## src/rtl/pos_tablo_tarayici.sv

```systemverilog
// pos_tablo_tarayici
// Sweeps a combinational N_IN-input function through all 2**N_IN input
// vectors. Each vector is held for SETTLE cycles, then x_in is sampled
// for one cycle. The sampled bits build the captured truth table, which
// is checked against a golden mask that is latched at start.
//
// Ports
//   clk        rising-edge clock
//   rst_n      asynchronous active-low reset
//   start      begin a scan (accepted only in IDLE, abort has priority)
//   abort      cancel an active scan; returns to IDLE with no done pulse
//   expected   golden truth table, bit k = required output for vector k
//   vec_out    registered drive to the function inputs (MSB = a)
//   x_in       function output
//   busy       scan in progress (SETTLE/SAMPLE)
//   done       one-cycle completion pulse
//   result     captured table, bit k = x_in sampled while vec_out = k
//   match      captured table equals expected; valid from done
//   err_count  number of mismatching minterms
//   first_err  lowest mismatching index, 0 when none (qualify with match)
module pos_tablo_tarayici #(
  parameter  int unsigned N_IN   = 4,
  parameter  int unsigned SETTLE = 1,
  localparam int unsigned W      = 2**N_IN
) (
  input  logic              clk,
  input  logic              rst_n,
  input  logic              start,
  input  logic              abort,
  input  logic [W-1:0]      expected,
  output logic [N_IN-1:0]   vec_out,
  input  logic              x_in,
  output logic              busy,
  output logic              done,
  output logic [W-1:0]      result,
  output logic              match,
  output logic [N_IN:0]     err_count,
  output logic [N_IN-1:0]   first_err
);

  typedef enum logic [1:0] {
    S_IDLE,
    S_SETTLE,
    S_SAMPLE,
    S_FIN
  } state_e;

  localparam logic [3:0]      CNT_LAST = 4'(SETTLE - 1);
  localparam logic [N_IN-1:0] IDX_LAST = '1;
  localparam logic [N_IN-1:0] IDX_ONE  = {{(N_IN-1){1'b0}}, 1'b1};
  localparam logic [N_IN:0]   ERR_ONE  = {{N_IN{1'b0}}, 1'b1};

  state_e            state_q, state_d;
  logic [N_IN-1:0]   idx_q, idx_d;
  logic [3:0]        cnt_q, cnt_d;
  logic [W-1:0]      exp_q, exp_d;
  logic [W-1:0]      result_q, result_d;
  logic [N_IN:0]     err_q, err_d;
  logic [N_IN-1:0]   ferr_q, ferr_d;
  logic              match_q, match_d;

  always_ff @(posedge clk or negedge rst_n) begin
    if (!rst_n) begin
      state_q  <= S_IDLE;
      idx_q    <= '0;
      cnt_q    <= '0;
      exp_q    <= '0;
      result_q <= '0;
      err_q    <= '0;
      ferr_q   <= '0;
      match_q  <= 1'b0;
    end else begin
      state_q  <= state_d;
      idx_q    <= idx_d;
      cnt_q    <= cnt_d;
      exp_q    <= exp_d;
      result_q <= result_d;
      err_q    <= err_d;
      ferr_q   <= ferr_d;
      match_q  <= match_d;
    end
  end

  always_comb begin
    state_d  = state_q;
    idx_d    = idx_q;
    cnt_d    = cnt_q;
    exp_d    = exp_q;
    result_d = result_q;
    err_d    = err_q;
    ferr_d   = ferr_q;
    match_d  = match_q;

    unique case (state_q)
      S_IDLE: begin
        if (start && !abort) begin
          exp_d    = expected;
          result_d = '0;
          err_d    = '0;
          ferr_d   = '0;
          match_d  = 1'b0;
          idx_d    = '0;
          cnt_d    = '0;
          state_d  = S_SETTLE;
        end
      end

      S_SETTLE: begin
        if (abort) begin
          state_d = S_IDLE;
          idx_d   = '0;
          cnt_d   = '0;
          match_d = 1'b0;
        end else if (cnt_q == CNT_LAST) begin
          cnt_d   = '0;
          state_d = S_SAMPLE;
        end else begin
          cnt_d = cnt_q + 4'd1;
        end
      end

      S_SAMPLE: begin
        // abort beats the sample: the minterm under test is not recorded
        if (abort) begin
          state_d = S_IDLE;
          idx_d   = '0;
          cnt_d   = '0;
          match_d = 1'b0;
        end else begin
          result_d[idx_q] = x_in;
          if (x_in != exp_q[idx_q]) begin
            err_d = err_q + ERR_ONE;
            if (err_q == '0) begin
              ferr_d = idx_q;
            end
          end
          if (idx_q == IDX_LAST) begin
            // match includes the last minterm's comparison
            match_d = (err_d == '0);
            state_d = S_FIN;
          end else begin
            idx_d   = idx_q + IDX_ONE;
            state_d = S_SETTLE;
          end
        end
      end

      S_FIN: begin
        idx_d   = '0;
        state_d = S_IDLE;
      end

      default: state_d = S_IDLE;
    endcase
  end

  assign vec_out   = idx_q;
  assign busy      = (state_q == S_SETTLE) || (state_q == S_SAMPLE);
  assign done      = (state_q == S_FIN);
  assign result    = result_q;
  assign match     = match_q;
  assign err_count = err_q;
  assign first_err = ferr_q;

endmodule

```

## config.mk

```make
export PLATFORM = sky130hd
export DESIGN_NAME = pos_tablo_tarayici
export DESIGN_NICKNAME = d
export VERILOG_FILES = /design/src/rtl/pos_tablo_tarayici.sv
export SDC_FILE = /design/constraint.sdc
export NUM_CORES = 1
export LEC_CHECK = 0
export ABC_AREA = 1
export CAP_MARGIN = 0
export CORE_AREA = 10 10 109 111
export DETAILED_ROUTE_END_ITERATION = 16
export DIE_AREA = 0 0 119 121
export GPL_ROUTABILITY_DRIVEN = 0
export PLACE_DENSITY_LB_ADDON = 0.3
export SKIP_LAST_GASP = 1
export SYNTH_ARGS = -nofsm -noshare
export SYNTH_HDL_FRONTEND = slang
export SYNTH_SLANG_ARGS = --single-unit
```

## constraint.sdc

```tcl
create_clock -name clk -period 1.89 [get_ports clk]
set_clock_uncertainty 0.05 [all_clocks]
set_input_delay 0.2835 -clock clk [delete_from_list [all_inputs] [get_ports clk]]
set_output_delay 0.2835 -clock clk [all_outputs]
set_load 0.01 [all_outputs]
```

==> results.py <==
metrics = {
    "status": {
        "outcome": "completed",
    },
    "detailed_routing": {
        "dr.pass1.iters": 4,
        "antenna_left": 0,
        "wl_per_cell_um": 12.9,
        "drc": 0,
        "drtIter0Drc": 113,
        "via_count": 2499,
        "vias_per_cell": 4.41,
        "wirelength_mm": 7.31,
    },
    "floorplan": {
        "die_height_um": 121,
        "dieArea_um2": 14400,
        "die_width_um": 119,
        "ios": 53,
        "row_count": 36,
        "start_util_pct": 29.9,
        "core_um2": 9640,
    },
    "layout": {
        "final_cell_mix": "65 x nand2_1, 51 x inv_1, 50 x dfrtp_1",
        "final_common_cell": "nand2_1",
        "drive_gt1_share_pct": 18.9,
        "area_growth_pct": 36.0,
        "fin_cells": 567,
        "fin_util_pct": 40.6,
        "fill_cells": 999,
        "diodes": 0,
        "final_area_um2": 3920,
        "nets": 467,
    },
    "worst_setup_path": {
        "path_class": "reg2reg",
        "arrival_ns": 1.93,
        "reg2reg_depth": 15,
        "startpoint_type": "flip-flop",
        "required_ns": 2.04,
        "worstPathMaxFanout": 8,
        "endpoint_kind": "flip-flop",
    },
    "synthesis": {
        "yosysWarnings": 0,
        "synthFlopType": "dfrtp_1",
        "ys_ff_latch": 52,
        "synthArstFlopShare_pct": 100,
        "syn_area_um2": 2880,
        "synth-edff-count": 0,
        "ys_types": 33,
        "syn_area_per_cell_um2": 8.04,
        "syn_nets": 391,
        "ys_seq_area_share_pct": 45.2,
        "syn_inst": 358,
    },
    "sta": {
        "worst_slew_pin_slew_ns": 0.539,
        "fmaxAchievable_mhz": 563,
        "finalCriticalPeriod_ns": 1.78,
        "period_share_pct": 93.9,
        "maxSlewHeadroom_pct": 64.1,
        "hold_viol": 0,
        "hold_slack_ns": 0.433,
        "finalMaxSlewViolations": 0,
        "setup_viol": 0,
        "rsz0062_at_grt": "yes",
    },
    "placement": {
        "place_area_um2": 3720,
        "io_buffers": 52,
        "dp.cells": 556,
        "dp_hpwl_mm": 5.66,
    },
    "grt": {
        "globalRouteOverflowTotal": 0,
        "grt_pass1_wl_mm": 12.4,
        "grtUsageTotal_pct": 10.2,
        "antenna_found_initial": 0,
        "grt_pass1_vias": 2516,
        "grt_max_degree": 33,
    },
    "clock_network": {
        "ctsRootBufferMaster": "clkbuf_8",
        "cts_tree": "done",
        "clk_path_buf_depth": 2,
        "clk_latency_ns": 0.30,
        "numCtsBuffers": 5,
        "cts.htree.levels": 2,
        "clock-sinks": 52,
        "cts.clk_slew.worst_paths_ns": 0.09,
    },
    "job": {
        "drv_cap": 0,
    },
    "power_and_ir_drop": {
        "peakVddDrop_mv": 0.589,
        "leakagePower_nw": 1.76,
        "pwr_density_cell_nw_per_um2": 1110,
    },
    "worst_hold_path": {
        "hold_path.class": "in2async",
    },
}
==> cell families (layout without fill, tap and decap cells) <==
group / Yosys count / after routing / synth area share, %
and+or+nand+nor: 143 / 144 / 23.6
adders and majority gates: 12 / 12 / 5.21
DFF: 52 / 52 / 45.2
AOI/OAI and AO/OA: 75 / 75 / 14.9
buffers and inverters: 73 / 148 / 10.1
xor gates and xnor gates: 3 / 3 / 0.913
==> stage by stage <==
step | worst slack (ns) | total power, W | setup TNS (ns)
2_1_floorplan | 0.112 | 0.00279 | 0
3_3_place_gp | 0.0261 | 0.00358 | 0
3_5_place_dp | -0.0454 | 0.00362 | -0.101
4_1_cts | 0.0228 | 0.00424 | 0
5_1_grt | -0.0351 | 0.00475 | -0.259
6_report | 0.114 | 0.00436 | 0
==> worst max-delay path: stages, from the launching register on <==
cell and delay [ns]:
dfrtp_2 0.46, buf_6 0.15, nand2_1 0.06, nand3_1 0.07, nand2_1 0.10, nand2_1 0.07
nand2_2 0.10, inv_2 0.04, nand2_2 0.10, nand2_4 0.06, nand2_4 0.10, nand2_1 0.06
nand2_1 0.09, nor2_1 0.05, nand3_1 0.08, nand2_1 0.05
==> synthesized netlist by cell type, types with 2 or more instances <==
master | instances | area (um2)
nand2_4 | 4 | 45.0
nand2_1 | 66 | 248
nand4_1 | 3 | 18.8
clkbuf_1 | 4 | 15.0
buf_2 | 3 | 15.0
ha_1 | 12 | 150
dfrtp_1 | 52 | 1300
buf_4 | 3 | 22.5
nand2_2 | 9 | 56.3
nor2_1 | 27 | 101
o21ai_0 | 9 | 45.0
nand3_1 | 25 | 125
inv_2 | 10 | 37.5
o21ai_1 | 5 | 25.0
nor2_2 | 2 | 12.5
o22ai_1 | 19 | 119
a21oi_1 | 35 | 175
inv_1 | 51 | 191
xor2_1 | 3 | 26.3
nor2_4 | 3 | 33.8
==> state kept, by name, summed over array words and instances, names as in the netlist <==
name	flops
state_q	2
first_err	4
cnt_q	4
exp_q	16
err_count	5
match	1
result	16
vec_out	4
==> per-layer routing <==
layer	vias to the layer above	global-route usage [%]	part of all wire (%)
met1	1134	13.9	50
met2	51	15.8	45
met3	2	2.65	4.6
met4	0	1.98	0.36
met5	-	0	0
li1	1312	-	-
==> final cells by class <==
class | instances | area, um2 | area share [%]
Sequential cell | 52 | 1300 | 33.3
Timing Repair Buffer | 78 | 756 | 19.3
Tap cell | 133 | 166 | 4.25
Multi-Input combinational cell | 234 | 1370 | 35.0
Clock buffer | 6 | 72.6 | 1.85
Clock inverter | 1 | 5.00 | 0.128
Inverter | 63 | 244 | 6.23
==> timing repair <==
item | 4_1_cts | 5_1_grt
hold buffers | 1 | 0
endpoints found under the setup margin | 1 | 31
pin swaps | 0 | 0
hold endpoints to repair | 21 | 0
gates cloned | 0 | 1
buffers inserted | 1 | 1
resized for setup | 1 | 22
==> power breakdown <==
part	switching, W	internal (W)
clock network	0.000356	0.000253
registers	0.0000875	0.00132
logic	0.00138	0.000957
==> worst paths after layout <==
kind | start | to | slack (ns)
setup / recovery | vec_out[0]$_DFFE_PN0P_ | match$_DFFE_PN0P_ | 0.11
hold reg to reg | match$_DFFE_PN0P_ | match$_DFFE_PN0P_ | 0.45
setup reg to reg | vec_out[0]$_DFFE_PN0P_ | match$_DFFE_PN0P_ | 0.11
hold / removal | rst_n | match$_DFFE_PN0P_ | 0.43
min in group clk | match$_DFFE_PN0P_ | match$_DFFE_PN0P_ | 0.45
max in group asynchronous | rst_n | vec_out[0]$_DFFE_PN0P_ | 0.78
Power figures use the tool's default switching activity.
